**src/rtl/fifo_access_sched.sv**
```systemverilog
// fifo_access_sched: grant scheduler and pointer/occupancy bookkeeping for the
// shared byte FIFO written by ports 1/2 and drained by port 3.
// One transfer is granted per IDLE->GRANT pass, so the peak rate is one transfer
// every two cycles. At most one grant is high in any cycle.
module fifo_access_sched #(
    parameter int DEPTH = 8,
    parameter int PTR_W = 3,
    parameter int HI_WM = 6
) (
    input  logic             clock,
    input  logic             reset,
    input  logic             treq1,
    input  logic             treq2,
    input  logic             treq3,
    output logic             tgrant1,
    output logic             tgrant2,
    output logic             tgrant3,
    output logic             wr_en,
    output logic             wr_sel,
    output logic [PTR_W-1:0] wr_ptr,
    output logic             rd_en,
    output logic [PTR_W-1:0] rd_ptr,
    output logic [PTR_W:0]   count,
    output logic             full,
    output logic             empty
);

    localparam logic [PTR_W:0] DEPTH_C = (PTR_W+1)'(DEPTH);
    localparam logic [PTR_W:0] HI_C    = (PTR_W+1)'(HI_WM);

    typedef enum logic {IDLE, GRANT} state_t;

    state_t             state_q, state_d;
    logic [2:0]         grant_q, grant_d;  // one-hot, bit0=port1 .. bit2=port3
    logic [1:0]         last_q, last_d;    // last served port index, 0..2
    logic [PTR_W-1:0]   wr_ptr_q, wr_ptr_d;
    logic [PTR_W-1:0]   rd_ptr_q, rd_ptr_d;
    logic [PTR_W:0]     count_q, count_d;
    logic               full_q, full_d;
    logic               empty_q, empty_d;

    logic [2:0]         elig;
    logic [1:0]         sel;
    logic [1:0]         idx;

    // Next-state: pick a requester in IDLE, retire the granted transfer in GRANT.
    always_comb begin
        state_d  = state_q;
        grant_d  = '0;
        last_d   = last_q;
        wr_ptr_d = wr_ptr_q;
        rd_ptr_d = rd_ptr_q;
        count_d  = count_q;
        full_d   = full_q;
        empty_d  = empty_q;
        sel      = '0;
        idx      = '0;
        // Writers are blocked when full, the reader when empty; this is what
        // keeps count inside 0..DEPTH.
        elig     = {treq3 && !empty_q, treq2 && !full_q, treq1 && !full_q};

        case (state_q)
            IDLE: begin
                if (|elig) begin
                    if (elig[2] && count_q >= HI_C) begin
                        sel = 2'd2;
                    end else begin
                        // Scan from farthest to nearest so the nearest eligible
                        // port after last_q is the one left in sel.
                        for (int k = 3; k >= 1; k--) begin
                            idx = 2'((int'(last_q) + k) % 3);
                            if (elig[idx]) sel = idx;
                        end
                    end
                    grant_d[sel] = 1'b1;
                    last_d       = sel;
                    state_d      = GRANT;
                end
            end
            GRANT: begin
                state_d = IDLE;
                if (grant_q[0] || grant_q[1]) begin
                    wr_ptr_d = wr_ptr_q + 1'b1;
                    count_d  = count_q + 1'b1;
                end else if (grant_q[2]) begin
                    rd_ptr_d = rd_ptr_q + 1'b1;
                    count_d  = count_q - 1'b1;
                end
                full_d  = (count_d == DEPTH_C);
                empty_d = (count_d == '0);
            end
            default: state_d = IDLE;
        endcase
    end

    // State registers; reset wins over any grant in progress.
    always_ff @(posedge clock) begin
        if (!reset) begin
            state_q  <= IDLE;
            grant_q  <= '0;
            last_q   <= 2'd2;
            wr_ptr_q <= '0;
            rd_ptr_q <= '0;
            count_q  <= '0;
            full_q   <= 1'b0;
            empty_q  <= 1'b1;
        end else begin
            state_q  <= state_d;
            grant_q  <= grant_d;
            last_q   <= last_d;
            wr_ptr_q <= wr_ptr_d;
            rd_ptr_q <= rd_ptr_d;
            count_q  <= count_d;
            full_q   <= full_d;
            empty_q  <= empty_d;
        end
    end

    assign tgrant1 = grant_q[0];
    assign tgrant2 = grant_q[1];
    assign tgrant3 = grant_q[2];
    assign wr_en   = grant_q[0] | grant_q[1];
    assign wr_sel  = grant_q[1];
    assign rd_en   = grant_q[2];
    assign wr_ptr  = wr_ptr_q;
    assign rd_ptr  = rd_ptr_q;
    assign count   = count_q;
    assign full    = full_q;
    assign empty   = empty_q;

endmodule

```
**config.mk**
```make
export PLATFORM = sky130hd
export DESIGN_NAME = fifo_access_sched
export DESIGN_NICKNAME = d
export VERILOG_FILES = /design/src/rtl/fifo_access_sched.sv
export SDC_FILE = /design/constraint.sdc
export NUM_CORES = 1
export LEC_CHECK = 0
export ABC_AREA = 1
export BUFFER_PORTS_ARGS = -buffer_cell sky130_fd_sc_hd__buf_4
export CORE_MARGIN = 10
export CORE_UTILIZATION = 57
export CTS_CLUSTER_SIZE = 14
export DETAILED_ROUTE_END_ITERATION = 8
export PLACE_DENSITY = 0.84
export SYNTH_ARGS = -nofsm -noshare
export SYNTH_HDL_FRONTEND = slang
export SYNTH_SLANG_ARGS = --single-unit
```
**constraint.sdc**
```tcl
create_clock -name clock -period 2.1 [get_ports clock]
set_input_delay 0.315 -clock clock [delete_from_list [all_inputs] [get_ports clock]]
set_output_delay 0.315 -clock clock [all_outputs]
set_load 0.03 [all_outputs]
```
# Word level (Yosys, flattened, before mapping)
# Cells that the tools add are included.
# word_totals
romBits	0
output_inout_bits	18
mem_count	0
input_bits	5
ramBits	0
ff_bits	18
latch_bits	0
# classes
div_mod_pow	3
shifts	0
reduce_logical	14
mul	0
addsub	7
mux	19
bitwise	5
order_cmp	6
n_eq_ne	1
# ops
op	count
$mod 32x3->32 const B	3
$lt 2x3->1 const B	4
$mux 2	6
$mux 4	3
$add 2x2->3 const B	2
$add 3x1->3 const B	2
$bmux 1 s2	3
$reduce_or 3->1	2
$logic_and 1x1->1	5
$mux 1	5
$add 4x1->4 const B	1
$eq 4x4->1 const B	1
$ge 4x3->1 const B	1
$logic_not 4->1	1
$not 1->1	4
$reduce_and 2->1	2
$sub 4x1->4 const B	1
$add 2x1->3 const B	1
$reduce_and 3->1	1
$demux 1 s2	1
$ge 2x1->1 const B	1
$logic_not 1->1	2
$pmux 1 s2	1
$logic_or 1x1->1	1
$or 1x1->1	1

# Logic depth before layout (Yosys ltp)
# Gate-level depths: netlist (run 1).
# depth
word_depth	14
depth_mapped	11
depth_no_buf	11

# Least setup slack after synthesis (run 1)
# No wires, ideal clock.
# synth_timing
kind	flip-flop to flip-flop
start	reg count_q[0] (netlist: count[0])
end	reg full_q (netlist: full)
path_stages_with_launch	7
path_buffers	0
slack_ns	0.514
period_less_slack_ns	1.586
setup_time_ns	0.115
arrival_time_ns	1.470
path_cell_list	dfxtp_1 inv_1 ha_1 o211ai_1 o21ai_1 nand4_2 a21oi_2
# synth_between
elab_chain_len	5
word_cells_on_any_way	6
cone_classes	add/sub: 2; eq/ne: 1; mux: 3
# synth_rtl
item	line	rtl
start: declaration	38	logic [PTR_W:0] count_q, count_d;
start signal: assignment	113	count_q <= count_d;
$sub 4x1->4	87	count_d = count_q - 1'b1;
$mux 4	85	end else if (grant_q[2]) begin
$mux 4 *	82	if (grant_q[0] || grant_q[1]) begin
$mux 4 *	62	case (state_q)
$eq 4x4->1 *	89	full_d = (count_d == DEPTH_C);
end signal: assignment	114	full_q <= full_d;
end: declaration	39	logic full_q, full_d;
# Every way passes the cells marked *; elsewhere a longest branch is shown, timed or not. The select of a mux whose other input is x is not followed.
# A chain may end at the register's enable or synchronous reset.

# Final worst setup path (run 1)
# layout_timing
start	reg last_q[0]
end	reg grant_q[0]
# layout_between
elab_chain_len	14
word_cells_on_any_way	23
cone_classes	add/sub: 3; div: 3; order compare: 2; mux: 14; reduce/logical: 1
# layout_rtl
item	line	rtl
start: declaration	35	logic [1:0] last_q, last_d;
start signal: assignment	110	last_q <= last_d;
$add 2x2->3	71	idx = 2'((int'(last_q) + k) % 3);
$mod 32x3->32	71	
$bmux 1 s2	72	if (elig[idx]) sel = idx;
$mux 1 (implied by the code)	72	
$mux 2 (2 in a row)	72	
$mux 2 *	72	
$mux 2 *	65	if (elig[2] && count_q >= HI_C) begin
$mux 2 *	64	if (|elig) begin
$mux 2 *	62	
$lt 2x3->1 (implied by the code) / $ge 2x1->1 (equally long branches)	75	grant_d[sel] = 1'b1;
$logic_and 1x1->1 (implied by the code)	75	
$mux 1 (implied by the code)	75	
$demux 1 s2 *	75	
end signal: assignment	109	grant_q <= grant_d;
end: declaration	34	logic [2:0] grant_q, grant_d;
# Marked as above.

==> impl_metrics.tcl, run 1 <==
set metrics [dict create \
    drt-pass1-iter-count 4 \
    ys_types 25 \
    grt_overflow 0 \
    hp-class "in2reg" \
    grt_use_total_pct 12.3 \
    vias 1066 \
    rows 16 \
    worstPathArrival_ns 1.83 \
    wl_met1_um 1000 \
    core_area_um2 1920 \
    dp_hpwl_um 2020 \
    io_pins 23 \
    whs_path_depth 3 \
    syn_area_um2 1130 \
    synth_xor_area_share_pct 0 \
    power.total_mw 1.28 \
    worst_slew_pin_slew_ns 0.328 \
    synthMuxAreaShare_pct 0 \
    finish.utilization_pct 70.1 \
    cts_hold_buf 0 \
    post_cts_buffers 0 \
    wl_per_cell_um 11.8 \
    met2_length_um 1310 \
    totalWireLength_um 2440 \
    post_cts_resized 0 \
    syn_inst 157 \
    grt_max_degree 11 \
    diodes 0 \
    synth_seq_cells 18 \
    setup-violations-final 0 \
    clock_sinks 18 \
    clockBufferDepth 2 \
    period_share_pct 76.3 \
    finalMaxSlewViolations 0 \
    synth_top_family_by_area "simple AND/OR/NAND/NOR gates" \
    final.setup.tns_ns 0 \
    cts-buffers-inserted 3 \
    start_util_pct 58.6 \
    highest_layer "met4" \
    yosys_warnings 0 \
    route.detailed.drc 0 \
    viasPerCell 5.13 \
    areaGrowthSynthToFinish_pct 19.6 \
    layout_common_cells "nand2_1, buf_4, inv_1" \
    cts.reportedPaths.clkPinSlew_ns 0.10 \
    power.density_nw_per_um2 948 \
    critical_path_class "reg2reg" \
    final_hold_viol_count 0 \
    drtIter0Drc 31 \
    cts-root-buf "clkbuf_4" \
    final_common_cell "nand2_1" \
    cp.required_ns 2.33 \
    syn_avg_cell_area_um2 7.17 \
    setup.worst_path.start "last_q[0]$_SDFFE_PN0P_" \
    synth-simple-area-share_pct 32.6 \
    globalplace.congestion 0.862 \
    rsz0062_at_grt "no" \
    maxSlewHeadroom_pct 78.0 \
    worst_r2r_startpoint "last_q[0]$_SDFFE_PN0P_" \
    die_area_um2 4150 \
    fmax_ghz 0.624 \
    worstHoldStart "reset" \
    cp-end-kind "register" \
    finalClockSkew_ns 0.00180 \
    clkLatencyLatePin_ns 0.29 \
    grt_antenna_before_repair 0 \
    finalCriticalPeriod_ns 1.60 \
    die_h_um 64.4 \
    status "complete, no violations" \
    yosys.area_share.adder_pct 8.89 \
    synth_compound_area_share_pct 15.6 \
    final_antenna_net_count 0 \
    htreeDepth 1 \
    grt_pass1_wl_um 4280 \
    startpoint_type "register" \
    wl_met3_um 84 \
    power.leakage_nw 0.669 \
    drive_gt1_share_pct 31.5 \
    synth-seq-area-share_pct 32.0 \
    cts_tree "built" \
    port_buffers 22 \
    cp_max_fo 6 \
    synthesis.nets 170 \
    maxCapViolCount 0 \
    die_w_um 64.4 \
    grt_pass1_vias 1047 \
    r2r_cells 11 \
    ir_drop_v 0.000606 \
    fin_nets 195 \
]
-- registers in the layout, summed over array words and instances, names as in the netlist --
name     cells
last_q       2
grant_q      3
wr_ptr       3
count        4
rd_ptr       3
state_q      1
full         1
empty        1
-- logic make-up after synthesis --
family | Yosys count
AND/OR/NAND/NOR | 70
buffers and inverters | 31
AO/OA/AOI/OAI | 30
flip-flops | 18
adder cells (fa/ha/maj) | 8
-- worst max-delay path, stage by stage (launching register included) --
cell	delay, ns
dfxtp_1	0.39
inv_1	0.06
ha_1	0.38
inv_2	0.10
nand2_1	0.06
nand2_2	0.08
nand2_2	0.05
nand2_2	0.07
nand2_1	0.06
o21ai_2	0.08
nand3_2	0.09
a21oi_2	0.12
-- report_power, final --
group / internal, mW / total [mW] / switching [mW] / leakage, nW
logic: 0.210 / 0.624 / 0.413 / 0.500
clock network: 0.106 / 0.213 / 0.108 / 0.0210
registers: 0.386 / 0.440 / 0.0544 / 0.147
-- routing by layer --
metal | global-route usage, % | up-vias
li1 | - | 556
met1 | 12.0 | 483
met2 | 23.5 | 21
met3 | 1.55 | 6
met4 | 8.29 | 0
met5 | 0 | -
-- through the flow --
stage	instances	hold WS, ns	instance area (µm²)	setup slack, ns
6_report	208	0.296	1350	0.498
2_1_floorplan	157	0.438	1130	0.514
3_3_place_gp	204	0.445	1310	0.622
4_1_cts	208	0.297	1350	0.497
3_5_place_dp	204	0.453	1310	0.527
5_1_grt	208	0.308	1350	0.367
-- final cells by class --
cell class,count,area [µm²]
well taps,27,33.8
inverters,29,109
flip-flops and latches,18,360
repair buffers,22,165
fillers,162,576
clock buffers,4,36.3
multi-input cells,108,642
-- final timing paths --
kind,slack (ns),end
setup / recovery,0.50,grant_q[0]$_SDFF_PP0_
hold / removal,0.30,rd_ptr[2]$_SDFFE_PN0P_
setup reg to reg,0.50,grant_q[0]$_SDFF_PP0_
hold reg to reg,0.47,wr_ptr[2]$_SDFFE_PN0P_
-- synth_stat cells --
library cell / n / area (µm²)
dfxtp_1: 18 / 360
ha_1: 8 / 100
nand3_2: 2 / 20.0
nor2_2: 2 / 12.5
a211oi_1: 1 / 7.51
o211ai_1: 1 / 7.51
nor2_4: 1 / 11.3
nand3_1: 14 / 70.1
nor2_1: 9 / 33.8
buf_4: 2 / 15.0
nor3_1: 1 / 5.00
a21oi_1: 9 / 45.0
o21ai_1: 4 / 20.0
nand4_2: 2 / 25.0
inv_1: 20 / 75.1
nand2_4: 1 / 11.3
inv_2: 9 / 33.8
nand2_2: 8 / 50.1
nand4_1: 1 / 6.26
o21ai_0: 9 / 45.0
a21oi_2: 4 / 35.0
a31oi_1: 1 / 6.26
nand2_1: 28 / 105
nor3_4: 1 / 16.3
o21ai_2: 1 / 8.76
(Power assumes the default switching activity.)
==> inputs of run 2 (changes only) <==
CORE_UTILIZATION = 48   (was 57)
PLACE_DENSITY = 0.76   (was 0.84)
clock period = 1.3 ns   (was 2.1 ns; I/O delays follow)
==> impl_metrics.tcl, run 2 (same netlist as run 1, synthesis figures left out) <==
set metrics [dict create \
    status "complete, but fails checks" \
    rows 17 \
    drt-pass1-iter-count 4 \
    maxCapViolCount 0 \
    ir_drop_v 0.00103 \
    startpoint_type "register" \
    cts-buffers-inserted 3 \
    postPlaceCellArea_um2 1370 \
    die_w_um 68.4 \
    pre_cts_ws_ns -0.0795 \
    globalplace.congestion 0.832 \
    cp-end-kind "register" \
    final_antenna_net_count 0 \
    start_util_pct 50.4 \
    final_hold_viol_count 0 \
    r2r_cells 11 \
    period_share_pct 107 \
    cp.required_ns 1.52 \
    wl_per_cell_um 12.7 \
    die_h_um 68.4 \
    grt_max_degree 11 \
    cts_tree "built" \
    fillerInstances 199 \
    fin_nets 201 \
    finalClockSkew_ns 0.00745 \
    crit_end "last_q[0]$_SDFFE_PN0P_" \
    htreeDepth 1 \
    grt_pass1_vias 1083 \
    core_area_um2 2230 \
    diodes 0 \
    setup-violations-final 5 \
    dp_hpwl_um 2180 \
    finalCriticalPeriod_ns 1.39 \
    drive_gt1_share_pct 44.4 \
    die_area_um2 4680 \
    setup.worst_path.start "last_q[0]$_SDFFE_PN0P_" \
    finalWorstSetupSlack_ns -0.0872 \
    areaGrowthSynthToFinish_pct 32.4 \
    final_common_cell "buf_4" \
    rrSetupSlack_ns -0.09 \
    hp-class "in2reg" \
    maxSlewHeadroom_pct 77.6 \
    clockBufferDepth 2 \
    route.detailed.drc 0 \
    worst_r2r_startpoint "last_q[0]$_SDFFE_PN0P_" \
    viasPerCell 5.16 \
    layout_common_cells "buf_4, nand2_1, inv_1" \
    violations "setup timing" \
    timing.rr.end "last_q[0]$_SDFFE_PN0P_" \
    power.density_nw_per_um2 1530 \
    grt_use_total_pct 12.1 \
    worst_slew_pin_slew_ns 0.334 \
    largest_reg_flops 4 \
    clock_sinks 18 \
    grt_pass1_wl_um 4490 \
    grt_overflow 0 \
    rsz0062_at_grt "yes" \
    finalMaxSlewViolations 0 \
    fin_area_um2 1490 \
    cts-root-buf "clkbuf_4" \
    port_buffers 22 \
    cp_max_fo 6 \
    cts.reportedPaths.clkPinSlew_ns 0.11 \
    critical_path_class "reg2reg" \
    power.leakage_nw 0.715 \
    drtIter0Drc 43 \
    fmax_ghz 0.721 \
    clkLatencyLatePin_ns 0.29 \
    final.setup.tns_ns -0.237 \
    worstPathArrival_ns 1.61 \
    vias 1109 \
    io_pins 23 \
    grt_antenna_before_repair 0 \
    totalWireLength_um 2730 \
]
run 2: cell count changes in the layout (fill, tap and decap cells not counted), sizes merged:
cell  previous run  this run
buf             22        28
run 2: power by group:
group	total [mW]	internal (mW)	switching, mW	leakage [nW]
clock	0.343	0.170	0.172	0.0210
combinational	1.22	0.460	0.756	0.545
sequential	0.729	0.632	0.0976	0.150
run 2: what timing repair did:
item | 4_1_cts | 5_1_grt
setup buffers | 1 | 3
hold buffers | 0 | 0
gates resized for setup | 7 | 14
endpoints found under the setup margin | 7 | 9
pin swaps | 9 | 15
run 2: routing by layer:
metal	up-vias	routed length [µm]	track usage, %
met5	-	0	0
met4	0	17	2.51
met3	2	163	4.08
met2	23	1390	22.6
met1	518	1150	12.8
li1	566	-	-
run 2: critical path, stage by stage, from the launching register on:
cell and delay, ns:
dfxtp_2 0.35, inv_2 0.04, ha_4 0.15, inv_2 0.09
nand3_1 0.10, nand2_1 0.07, nand2_1 0.07, nand3_1 0.08
nand3_2 0.09, nand2_2 0.10, nand2_2 0.07, a21oi_2 0.11
run 2: through the flow:
stage               total power, mW  hold WS, ns  util [%]  std cells
global route                   2.44        0.203      66.8        215
detailed placement             1.80        0.456      61.1        207
floorplan                      1.52        0.318         -        157
CTS                            2.18        0.193      63.9        212
global placement               1.75        0.445      61.1        207
finish                         2.29        0.190      66.8        215
run 2: worst min-delay path by stage:
stage                                 from                     end  cells past startpoint
finish                               reset  wr_ptr[2]$_SDFFE_PN0P_                      3
global route                         reset  wr_ptr[2]$_SDFFE_PN0P_                      3
CTS                                  reset  wr_ptr[2]$_SDFFE_PN0P_                      3
detailed placement  wr_ptr[2]$_SDFFE_PN0P_  wr_ptr[2]$_SDFFE_PN0P_                      2
global placement    rd_ptr[2]$_SDFFE_PN0P_  rd_ptr[2]$_SDFFE_PN0P_                      2
floorplan                            reset  rd_ptr[2]$_SDFFE_PN0P_                      2
run 2: area by class of cell:
| class | count | area (µm²) | area share [%] |
|---|---|---|---|
| flip-flops and latches | 18 | 373 | 25.0 |
| repair buffers | 28 | 214 | 14.3 |
| well taps | 28 | 35.0 | 2.35 |
| inverters | 29 | 119 | 7.97 |
| clock buffers | 4 | 36.3 | 2.43 |
| multi-input cells | 108 | 714 | 47.9 |
==> inputs of run 3 (changes only) <==
ABC_AREA = unset   (was 1)
CORE_UTILIZATION = 47   (was 48)
PLACE_DENSITY = 0.75   (was 0.76)
==> impl_metrics.tcl, run 3 <==
set metrics [dict create \
    status "complete, but fails checks" \
    violations "setup timing" \
    syn_avg_cell_area_um2 8.92 \
    cts_tree "built" \
    combPwrFrac_pct 39.1 \
    dp.cells 184 \
    route.detailed.drc 0 \
    fillerInstances 158 \
    synth_top_family_by_area "compound AO/OA/AOI/OAI gates" \
    core_area_um2 2190 \
    grt_overflow 0 \
    syn_inst 119 \
    areaGrowthSynthToFinish_pct 51.2 \
    synth-simple-area-share_pct 20.6 \
    p_switching_mw 0.558 \
    htreeDepth 1 \
    grt_antenna_before_repair 0 \
    synthMuxAreaShare_pct 1.89 \
    finalCriticalPeriod_ns 1.59 \
    largest_reg_flops 4 \
    final.setup.tns_ns -1.59 \
    diodes 0 \
    synth_top_area_cell "dfxtp_1" \
    power.density_nw_per_um2 1010 \
    yosysMostFrequentCell "dfxtp_1" \
    io_pins 23 \
    rows 17 \
    synth_edf_count 0 \
    cp.required_ns 1.50 \
    start_util_pct 48.4 \
    critPathTopFamily "compound AO/OA/AOI/OAI gates" \
    path_cells "inv_2 -> ha_4 -> nand2b_1 -> a21o_1 -> o311ai_4 -> and3b_1" \
    hp-class "in2reg" \
    globalplace.congestion 0.948 \
    fmax_ghz 0.631 \
    path_buf_inv 1 \
    finish.utilization_pct 73.2 \
    cts-buffers-inserted 3 \
    fin_cells 189 \
    maxCapViolCount 0 \
    final_antenna_net_count 0 \
    drt-pass1-iter-count 4 \
    worstPathArrival_ns 1.78 \
    synth_seq_cells 18 \
    ys_top_cells_by_count "dfxtp_1, nor2_1, ha_1" \
    dp_hpwl_um 2050 \
    maxSlewHeadroom_pct 75.3 \
    synth-seq-area-share_pct 34.0 \
    ys_types 46 \
    vias 1020 \
    cp-end-kind "register" \
    cts.reportedPaths.clkPinSlew_ns 0.10 \
    pre_cts_ws_ns -0.286 \
    wl_per_cell_um 14.4 \
    drtIter0Drc 50 \
    p_int_mw 1.07 \
    grt_pass1_vias 1023 \
    final_common_cell "buf_4" \
    synth_xor_area_share_pct 6.60 \
    startpoint_type "register" \
    crit_slowest_cell "dfxtp_2" \
    synth_top_cell_area_share_pct 34.0 \
    final_hold_viol_count 0 \
    synthesis.nets 132 \
    worst_r2r_startpoint "last_q[0]$_SDFFE_PN0P_" \
    synth_compound_area_share_pct 22.5 \
    swShare_pct 34.3 \
    setup.worst_path.start "last_q[0]$_SDFFE_PN0P_" \
    fin_nets 175 \
    grt_use_total_pct 12.2 \
    crit_end "grant_q[0]$_SDFF_PP0_" \
    port_buffers 22 \
    finalClockSkew_ns 0.00683 \
    grt_max_degree 11 \
    pwr-share-clk_pct 21.0 \
    finalWorstSetupSlack_ns -0.285 \
    crit_cells 6 \
    synthTopCellsByArea "dfxtp_1, ha_1, nor2_1" \
    clock_sinks 18 \
    cp_max_fo 7 \
    totalWireLength_um 2730 \
    clkLatencyLatePin_ns 0.29 \
    viasPerCell 5.40 \
    layout_common_cells "buf_4, nor2_1, dfxtp_1" \
    setup-violations-final 10 \
    cp_slowest_stage_delay_ns 0.36 \
    r2r_cells 6 \
    worst_slew_pin_slew_ns 0.370 \
    synth_ff_type "dfxtp_1" \
    grt_pass1_wl_um 4440 \
    whs_path_depth 2 \
    p_seq_share_pct 39.9 \
    power.leakage_nw 0.681 \
    ir_drop_v 0.000731 \
    rsz0062_at_grt "yes" \
    drive_gt1_share_pct 50.9 \
    cts-root-buf "clkbuf_4" \
    timing.rr.end "grant_q[0]$_SDFF_PP0_" \
    yosys_warnings 0 \
    cts_hold_buf 0 \
    yosys.area_share.adder_pct 9.43 \
    rrSetupSlack_ns -0.29 \
    critical_path_class "reg2reg" \
    syn_area_um2 1060 \
    clockBufferDepth 2 \
    die_h_um 67.5 \
    die_w_um 67.5 \
    period_share_pct 122 \
    die_area_um2 4560 \
    synthArstFlopShare_pct 0 \
    finalMaxSlewViolations 0 \
]
==> run 3: worst min-delay path by stage <==
| stage | startpoint | to |
|---|---|---|
| after detailed placement | reset | empty$_SDFFE_PN1P_ |
| after CTS | reset | empty$_SDFFE_PN1P_ |
| final | reset | empty$_SDFFE_PN1P_ |
| after floorplan | reset | empty$_SDFFE_PN1P_ |
| after global placement | reset | empty$_SDFFE_PN1P_ |
| after global routing | reset | empty$_SDFFE_PN1P_ |
==> run 3: logic make-up (layout without fill, tap and decap cells) <==
logic type | count (synthesis) | count (layout)
flops | 18 | 18
xor+xnor | 8 | 8
fa+ha+maj | 8 | 8
simple gates | 39 | 39
mux | 2 | 2
compound gates | 32 | 32
buf+inv | 12 | 54
==> run 3: area by class of cell <==
type	count	area, µm²	share of cell area [%]
tap	28	35.0	2.18
inverter	8	35.0	2.18
multi-input combinational	89	801	49.9
timing repair buffer	42	323	20.1
sequential	18	374	23.3
clock buffer	4	36.3	2.26
==> run 3: per-stage QoR <==
| step | total power [mW] | instance area (µm²) | hold slack (ns) |
|---|---|---|---|
| 2_1_floorplan | 1.01 | 1130 | 0.274 |
| 3_3_place_gp | 1.19 | 1450 | 0.434 |
| 3_5_place_dp | 1.21 | 1450 | 0.430 |
| 4_1_cts | 1.59 | 1550 | 0.125 |
| 5_1_grt | 1.71 | 1600 | 0.123 |
| 6_report | 1.63 | 1600 | 0.124 |
==> run 3: worst reg2reg max path, stage by stage, from the launching register on <==
cell and delay [ns]:
dfxtp_2 0.36, inv_2 0.05, ha_4 0.31, nand2b_1 0.07, a21o_1 0.19, o311ai_4 0.30, and3b_1 0.22
==> run 3: timing repair <==
item                                    CTS  global route
endpoints found under the setup margin   11            13
gates resized for setup                  12             9
pin swaps                                14             9
setup buffers                             1             0
==> run 3: routing by layer <==
metal / up-vias / global-route usage (%) / share of wire (%) / routed length, µm
met5: - / 0 / 0 / 0
met3: 4 / 3.31 / 5.5 / 150
li1: 517 / - / - / -
met1: 477 / 13.3 / 43 / 1160
met4: 0 / 3.33 / 0.88 / 24
met2: 22 / 22.4 / 51 / 1390
==> run 3: power by group through the flow <==
stage          Combinational (mW)  Clock, mW  Sequential [mW]
2_1_floorplan               0.313          0            0.695
3_3_place_gp                0.536          0            0.651
3_5_place_dp                0.553          0            0.653
4_1_cts                     0.604      0.348            0.642
5_1_grt                     0.686      0.374            0.655
6_report                    0.637      0.342            0.649
